## src/rtl/led_fader.sv

```systemverilog
// LED brightness fader: ramps PWM duty up or down at a fixed tick rate
// in response to an on/off request from the blink-pattern stage.
module led_fader #(
  parameter int unsigned TICK_DIV = 16000,
  parameter int unsigned STEP     = 1
) (
  input  logic       CLK,
  input  logic       RST,
  input  logic       LED_REQ,
  output logic       LED,
  output logic       BUSY,
  output logic [7:0] LEVEL
);

  typedef enum logic [1:0] {
    S_OFF  = 2'd0,
    S_UP   = 2'd1,
    S_ON   = 2'd2,
    S_DOWN = 2'd3
  } state_t;

  localparam logic [15:0] TICK_MAX = 16'(TICK_DIV - 1);
  localparam logic [8:0]  STEP9    = 9'(STEP);

  logic        r_req_q;
  logic [15:0] r_tick_cnt;
  logic [7:0]  r_pwm_cnt;
  state_t      r_state;
  state_t      w_state_nxt;
  logic [7:0]  r_level;
  logic [7:0]  w_level_nxt;
  logic        r_led;
  logic        r_busy;
  logic        w_led_d;
  logic        w_busy_d;
  logic        w_tick;
  logic [8:0]  w_up;
  logic [8:0]  w_dn;

  assign w_tick = (r_tick_cnt == TICK_MAX);
  assign w_up   = {1'b0, r_level} + STEP9;
  assign w_dn   = {1'b0, r_level} - STEP9;

  always_ff @(posedge CLK) begin
    if (RST) begin
      r_req_q    <= 1'b0;
      r_tick_cnt <= '0;
      r_pwm_cnt  <= '0;
    end else begin
      r_req_q    <= LED_REQ;
      r_tick_cnt <= w_tick ? '0 : r_tick_cnt + 16'd1;
      r_pwm_cnt  <= r_pwm_cnt + 8'd1;
    end
  end

  always_ff @(posedge CLK) begin
    if (RST) begin
      r_state <= S_OFF;
      r_level <= '0;
    end else begin
      r_state <= w_state_nxt;
      r_level <= w_level_nxt;
    end
  end

  // In a ramp the direction always follows req_q, so a reversal
  // coinciding with a tick steps the new way from the current level.
  always_comb begin
    w_state_nxt = r_state;
    w_level_nxt = r_level;
    unique case (r_state)
      S_OFF: begin
        if (r_req_q) w_state_nxt = S_UP;
      end
      S_ON: begin
        if (!r_req_q) w_state_nxt = S_DOWN;
      end
      default: begin
        if (r_req_q) begin
          if (w_tick) w_level_nxt = w_up[8] ? 8'hFF : w_up[7:0];
          w_state_nxt = (w_level_nxt == 8'hFF) ? S_ON : S_UP;
        end else begin
          if (w_tick) w_level_nxt = w_dn[8] ? 8'h00 : w_dn[7:0];
          w_state_nxt = (w_level_nxt == 8'h00) ? S_OFF : S_DOWN;
        end
      end
    endcase
  end

  always_comb begin
    w_busy_d = (r_state == S_UP) || (r_state == S_DOWN);
    w_led_d  = (r_level == 8'hFF) || (r_pwm_cnt < r_level);
  end

  always_ff @(posedge CLK) begin
    if (RST) begin
      r_led  <= 1'b0;
      r_busy <= 1'b0;
    end else begin
      r_led  <= w_led_d;
      r_busy <= w_busy_d;
    end
  end

  assign LED   = r_led;
  assign BUSY  = r_busy;
  assign LEVEL = r_level;

endmodule

```

## config.mk

```make
export PLATFORM = sky130hd
export DESIGN_NAME = led_fader
export DESIGN_NICKNAME = d
export VERILOG_FILES = /design/src/rtl/led_fader.sv
export SDC_FILE = /design/constraint.sdc
export NUM_CORES = 1
export LEC_CHECK = 0
export ABC_CLOCK_PERIOD_IN_PS = 3200
export CAP_MARGIN = 30
export CORE_ASPECT_RATIO = 0.8
export CORE_MARGIN = 5
export CORE_UTILIZATION = 55
export CTS_CLUSTER_DIAMETER = 40
export DETAILED_ROUTE_END_ITERATION = 8
export PLACE_DENSITY = 0.75
export SKIP_CTS_REPAIR_TIMING = 1
export SYNTH_ARGS = -nofsm -noshare
export SYNTH_HDL_FRONTEND = slang
export SYNTH_SLANG_ARGS = --single-unit
```

## constraint.sdc

```tcl
create_clock -name CLK -period 3.2 [get_ports CLK]
set_clock_uncertainty 0.2 [all_clocks]
set_input_delay 0.64 -clock CLK [delete_from_list [all_inputs] [get_ports CLK]]
set_output_delay 0.64 -clock CLK [all_outputs]
set_load 0.05 [all_outputs]
```

# Word level (Yosys, flattened, before mapping)
# Cells that the tools add are included.
# totals
register_bits	37
in_bits	3
output_inout_bits	10
elab_cells	42
# op_classes
add_sub_neg	4
magnitude_cmp	1
eq_ne	8
mux	15
reduce_logical	7
# ops
cell	n
$mux 8	9
$add 16x1->16 const B	1
$eq 16x14->1 const B	1
$eq 8x8->1 const B	2
$mux 2	5
$add 8x1->9 const B	1
$sub 8x1->9 const B	1
$add 8x1->8 const B	1
$logic_not 8->1	1
$lt 8x8->1	1
$eq 2x2->1 const B	2
$ne 2x2->1 const B	2
$pmux 2 s2	1
$reduce_or 2->1	2
$eq 2x1->1 const B	1
$logic_not 2->1	1
$logic_or 1x1->1	2
$reduce_and 2->1	1

# Logic depth before layout (Yosys ltp)
# Gate-level depths: netlist of run 1.
# logic_depth
word_depth	9
depth_mapped	10
depth_no_buf	9

# Worst setup path before layout of run 1
# No wires, ideal clock.
# synth_path
path_type	reg-to-reg
from	register r_level[3] (netlist: LEVEL[3])
to	register r_state[0]
setup_ps	119
arrival_ps	2257
required_time_ps	2881
path_slack_ps	624
stages_incl_launch_ff	10
n_path_buf	2
period_less_slack_ps	2576
path_cell_list	dfxtp_1 clkbuf_1 nand4_1 or2_1 clkbuf_1 nand2_1 mux2i_1 nor4_1 a22oi_1 o221a_1
# synth_via
elab_chain_cells	9
word_cells_on_any_way	16
cone_classes	2 x add/sub; 1 x eq/ne; 12 x mux; 1 x reduce/logical
# synth_rtl
element	line	rtl
start: declaration	30	logic [7:0] r_level;
start signal: assignment	62	r_level <= w_level_nxt;
$add 8x1->9 or $sub 8x1->9 (tied branches)	41, 42	
$mux 8, on equally long branches (2 in series)	80, 83	
$mux 8	79	if (r_req_q) begin
$mux 8	71	unique case (r_state)
$eq 8x8->1 or $logic_not 8->1 (tied branches)	81, 84	
$mux 2, on equally long branches	81, 84	
$mux 2 (*)	79	
$pmux 2 s2 (*)	71	
end signal: assignment	61	r_state <= w_state_nxt;
end: declaration	28	state_t r_state;
# Every way passes the cells marked *; elsewhere a longest branch is shown, timed or not. The select of a mux whose other input is x is not followed.
# A chain may end at the register's enable or synchronous reset.

# Final worst setup path of run 1
# Same ends and word-level chain as after synthesis.

==> summary.md, run 1 <==
| Metric | Value |
|---|---|
| Outcome | `completed` |
| Row count | `20` |
| Synth Area in Adders | `6.40%` |
| Final Cycle Share | `85.0%` |
| Synth top area cells | `dfxtp_1 (34%), mux2i_1 (9.3%), nor2_1 (7.9%)` |
| Core footprint | `3780 um^2` |
| Via/cell ratio | `5.44` |
| Worst setup path startpoint | `LEVEL[3]` |
| Share of layout cells above drive strength 1 | `5.95%` |
| Ant diodes | `0` |
| Chip height | `65.9 um` |
| Class of the worst hold path | `register to register` |
| Clk slew on worst S/H paths | `0.07 ns` |
| CP endpoint kind | `register` |
| RD Place Congestion | `0.941` |
| Most used DFF post-synth | `dfxtp_1` |
| Fin Setup TNS | `0 ns` |
| Slew Limit Fails | `0` |
| WL final | `4.31 mm` |
| Seq/Total Area, Yosys | `34.4%` |
| Sink Count | `37` |
| Crit path launch type | `register` |
| Asr flop ratio synth | `0%` |
| Fin nets | `283` |
| Initial drt markers | `208` |
| CP Data Required Time | `3.18 ns` |
| Drc violations | `0` |
| CTS H-tree depth | `2` |
| Vias in the first global route | `1618` |
| Cell area after synthesis | `2150 um^2` |
| Area Growth Syn to Fin | `10.9%` |
| Syn. warnings | `0` |
| IO buf count | `12` |
| Worst EP arrival | `2.70 ns` |
| CTS root buf | `clkbuf_8` |
| Share of the synthesized area in the top cell type | `34.4%` |
| Most numerous cell in the Yosys netlist | `nor2_1` |
| Hpwl dp | `3.12 mm` |
| Global Route Usage Sum | `18.4%` |
| Fmax | `368 MHz` |
| Post-synth EDFFs | `0` |
| Die area | `5270 um^2` |
| Global route overflow | `0` |
| Mux share of post-synthesis cell area | `9.31%` |
| Compound-Gate Fraction of Synth Area | `8.73%` |
| Largest net degree at the start of global routing | `21` |
| Post-synthesis simple-gate area fraction | `28.0%` |
| Avg WL per Cell | `13.3 um` |
| Register bit total from synthesis | `37` |
| Leakage | `0.956 nW` |
| Min Hold Slack | `0.255 ns` |
| Max Root-Sink Buffers | `2` |
| Max Cap Viol | `0` |
| Critical path type | `register to register` |
| Critical path peak fanout | `12` |
| Largest family of logic cells by synthesized area | `simple AND/OR/NAND/NOR gates` |
| Initial antenna violation count | `0` |
| Least-Margin Pin Slew | `0.518 ns` |
| R2r setup slk | `0.48 ns` |
| 1st-pass router iterations | `4` |
| Syn_nets | `275` |
| Minimum clock period | `2.72 ns` |
| CTS tree | `done` |
| Slew margin rel. | `65.4%` |
| Reg2reg start | `LEVEL[3]` |
| Horiz. Die Dim | `79.9 um` |
| Vias | `1761` |
| Final setup viols | `0` |
| Cells after Synth | `261` |
| Peak supply drop | `226 uV` |
| Worst-Skew Late Latency | `0.29 ns` |
| Unrepaired setup endpoints after global routing | `false` |
| I/O pins | `13` |
| Synth Area per Inst | `8.24 um^2` |
| Design Power | `0.000862 W` |
| Post-route ant nets | `0` |
| Final hold vios | `0` |
| XOR/XNOR Fraction of Synth Area | `7.74%` |
| Synth cell count leaders | `nor2_1 (45), dfxtp_1 (37), nand2_1 (22)` |
| Hold path start | `r_tick_cnt[0]` |
| Synth area leader | `dfxtp_1` |
| CTS Buf Count | `5` |
| First-pass GRT wire length | `7.55 mm` |
| Initial core utilization | `56.9%` |
| Netlist cell types | `43` |
| PwrDens | `361 nW/um^2` |
## metrics by stage
step	area, um^2	util (%)	std cells	setup WS (ns)
floorplan	2150	-	261	0.624
global placement	2300	60.9	317	0.600
detailed placement	2300	60.9	317	0.548
CTS	2390	63.1	324	0.503
global route	2390	63.1	324	0.250
finish	2390	63.1	324	0.480
## critical path, stage by stage (launching register included)
cell	delay [ns]
dfxtp_1	0.44
or4_4	0.60
nor4_4	0.37
nor2_1	0.07
a31oi_1	0.29
nand4_1	0.20
o21a_1	0.23
o221a_1	0.22
## layer usage
| layer | up-vias | share of wire, % | GRT usage [%] |
|---|---|---|---|
| met5 | - | 0 | 0 |
| li1 | 907 | - | - |
| met2 | 47 | 41 | 26.1 |
| met1 | 801 | 51 | 26.1 |
| met4 | 0 | 1.5 | 8.23 |
| met3 | 6 | 5.7 | 4.36 |
## where the power goes
group	switching [W]	internal, W
Clock	0.000152	0.000171
Sequential	0.0000124	0.000471
Combinational	0.0000302	0.0000261
Total	0.000194	0.000668
## logic make-up after synthesis
kind of cell	after synthesis
flops	37
xor+xnor	19
compound gates	29
fa+ha+maj	11
mux	20
buf+inv	28
simple gates	117
## sequential cells by signal (all words and copies together) (netlist names), named ones only
signal      count
BUSY            1
r_req_q         1
LEVEL           8
r_pwm_cnt       8
r_state         1
LED             1
r_tick_cnt     16
## cell usage in the layout, fill, tap and decap left out, types with 4 or more instances in the layout
cell,count
nor2_1,45
dfxtp_1,37
nand2_1,22
mux2i_1,20
inv_1,13
nand3_1,12
xor2_1,12
clkdlybuf4s50_1,12
ha_1,11
nand4_1,10
a21oi_1,9
xnor2_1,7
clkbuf_8,6
and3_1,5
o21ai_0,5
nor2b_1,4
## final timing paths
check | end | cells after the start
max | r_state[0] | 7
min | r_tick_cnt[0] | 1
max reg2reg | r_state[0] | 7
min reg2reg | r_tick_cnt[0] | 1
## layout make-up
cell class	instances	area (um^2)
tap	55	68.8
sequential	37	741
multi-input combinational	196	1290
fill	326	1390
timing repair buffer	15	143
clock buffer	7	86.3
inverter	14	52.6
No activity file was read; power rests on OpenSTA's default activity.
==> run 2: changes to the inputs <==
--- a/config.mk
+++ b/config.mk
@@ -12,6 +12,7 @@
 export CORE_UTILIZATION = 55
 export CTS_CLUSTER_DIAMETER = 40
 export DETAILED_ROUTE_END_ITERATION = 8
+export HOLD_SLACK_MARGIN = 0.1
 export PLACE_DENSITY = 0.75
 export SKIP_CTS_REPAIR_TIMING = 1
 export SYNTH_ARGS = -nofsm -noshare
==> results of run 2 <==
Final layout, timing and power as in run 1 (identical DEF).
==> run 3: changes to the inputs <==
--- a/config.mk
+++ b/config.mk
@@ -14,7 +14,6 @@
 export DETAILED_ROUTE_END_ITERATION = 8
 export HOLD_SLACK_MARGIN = 0.1
 export PLACE_DENSITY = 0.75
-export SKIP_CTS_REPAIR_TIMING = 1
 export SYNTH_ARGS = -nofsm -noshare
 export SYNTH_HDL_FRONTEND = slang
 export SYNTH_SLANG_ARGS = --single-unit
==> results of run 3 <==
Final layout, timing and power as in run 1 (identical DEF).
==> patch (flow settings as in run 1) <==
Re-encode `state_t` (4 states) as Gray code, 2 bits wide.
--- a/src/rtl/led_fader.sv
+++ b/src/rtl/led_fader.sv
@@ -13,10 +13,10 @@
 );
 
   typedef enum logic [1:0] {
-    S_OFF  = 2'd0,
-    S_UP   = 2'd1,
-    S_ON   = 2'd2,
-    S_DOWN = 2'd3
+    S_OFF  = 2'b00,
+    S_UP   = 2'b01,
+    S_ON   = 2'b11,
+    S_DOWN = 2'b10
   } state_t;
 
   localparam logic [15:0] TICK_MAX = 16'(TICK_DIV - 1);
Formal check against the unedited RTL: same outputs for any inputs over 10 cycles, from zero or initial values and one cycle with RST high; not proved beyond that.
==> patch against run 1 <==
Worst hold slack improved by 0.0071 ns. Design area increased by 3.1%. Synthesized area increased by 3.6%. Core utilization increased by 0.69 points. Critical path depth decreased by 6. Non-clock buffer count increased by 1. Routed wire length increased by 12%. Sequential share of layout area decreased by 0.93 points. Worst setup slack improved by 0.066 ns. Sequential cell count unchanged.
Power is not compared: it rests on default switching activity, and its combinational part moved more than twofold at a synthesized area within 25%.
==> patch: results (changes against run 1) <==
global_route:
  grt_pass1_wl_microns: 8183  # +8.4%
  grt_pass1_vias: 1755  # +8.5%
  grt_max_degree: 16  # -24%
  grt_use_total: 0.1950  # +0.01103
  antenna_found_initial: 0  # unchanged
pwr:
  comb-power_w: 0.000184
  power.internal_w: 0.0006975
  peakVddDrop_mv: 0.3247
  leakage_nw: 0.9115
  seq-power_w: 0.000504
finish:
  n_fill_cell: 329  # +0.92%
  diodes: 0  # unchanged
  nNetsFinal: 294  # +3.9%
  largest_register: "r_tick_cnt"
  drive_gt1_frac: 0.08961  # +0.03013
  largest_register_ffs: 16  # unchanged
clock_network:
  clk_latency_ns: 0.29  # about the same
  root_buffer: "clkbuf_8"
  cts-buffers-inserted: 5  # unchanged
  clkTransAtPathRegs_ns: 0.08
  clockBufferDepth: 2  # unchanged
  cts_max_level: 2  # unchanged
worst_hold_path:
  hold_class: "flop to flop"
worst_setup_path:
  cp_top_family: "buffers and inverters"
  worstPathArrival_ns: 1.81  # -0.89 ns
  crit_path_top_delay_cell: "clkdlybuf4s50_1"
  path_max_fanout: 12  # unchanged
  critPathMaxStageDelay_ns: 0.90  # +0.30 ns
synthesis:
  synth.distinct_cells: 48  # +12%
  synthAdderAreaFrac: 0.07299  # +0.009002
  async_flop_share: 0  # unchanged
  seq_area_frac_synth: 0.3324  # -0.01199
  ys_warn_count: 0  # unchanged
  syn-num-nets: 284  # +3.3%
  synth-compound-area-share: 0.1286  # +0.04132
  synth-xor-area-share: 0.07468  # -0.002693
  synthTopCellsByCount: "48 x nor2_1, 37 x dfxtp_1, 17 x nand2_1"
  muxShareOfSynthArea: 0.03874  # -0.05434
  ys_top_cells_by_area: "dfxtp_1 33%, nor2_1 8.1%, ha_1 7.3%"
route:
  num_vias: 1925  # +9.3%
  totalWireLength_microns: 4804  # +12%
  drt_iter0_markers: 249  # +20%
  firstDrtPassIters: 4  # unchanged
timing:
  slew_headroom: 0.6042  # -0.04949
placed_design:
  numPortBuffers: 12  # unchanged
  hpwl_microns: 3482  # +12%
  place_congestion: 0.9311  # -1.1%
status:
  run_status: "finished clean"
[patch: cell types whose count changed in the layout (fill, tap and decap cells not counted), moves of 3 or more]
cell,delta
a211oi_1,+5
a21oi_1,+4
mux2i_1,-14
nand2_1,-5
nand4_1,-4
nor2_1,+3
nor3_1,+8
nor4_2,+3
o21ai_0,+3
[patch: layout make-up]
| cell class | instances | area (sq um) | share of cell area |
|---|---|---|---|
| multi-input combinational | 204 | 1361 | 0.5534 |
| timing repair buffer | 16 | 150.1 | 0.06104 |
| clock inverter | 3 | 17.52 | 0.007121 |
| sequential | 37 | 740.7 | 0.3011 |
| clock buffer | 5 | 68.82 | 0.02798 |
| tap | 55 | 68.82 | 0.02798 |
| inverter | 14 | 52.55 | 0.02136 |
[patch: path summary, 6_finish.rpt]
check                from      endpoint  slack (ns)  cells after the start
max              LEVEL[0]      LEVEL[0]        0.55                      1
max reg2reg      LEVEL[0]    r_state[1]        0.57                      8
min reg2reg  r_pwm_cnt[0]  r_pwm_cnt[0]        0.26                      1
min          r_pwm_cnt[0]  r_pwm_cnt[0]        0.26                      1
[patch: stage by stage]
stage / hold slack [ns] / instance area [sq um] / total power, W / setup WS (ns) / std cells
after floorplan: 0.2206 / 2228 / 0.0006489 / 0.5512 / 268
after global placement: 0.2402 / 2374 / 0.0006944 / 0.6500 / 326
after detailed placement: 0.2467 / 2374 / 0.0006953 / 0.6204 / 326
after CTS: 0.2664 / 2460 / 0.001013 / 0.5356 / 334
after global routing: 0.3085 / 2460 / 0.001061 / 0.3807 / 334
final: 0.2620 / 2460 / 0.001015 / 0.5458 / 334
[patch: layer usage]
layer / vias up / track usage / routed length, microns
met4: 0 / 0.05907 / 63
met2: 69 / 0.2859 / 1979
li1: 968 / - / -
met1: 878 / 0.2756 / 2408
met5: - / 0 / 0
met3: 10 / 0.05270 / 353
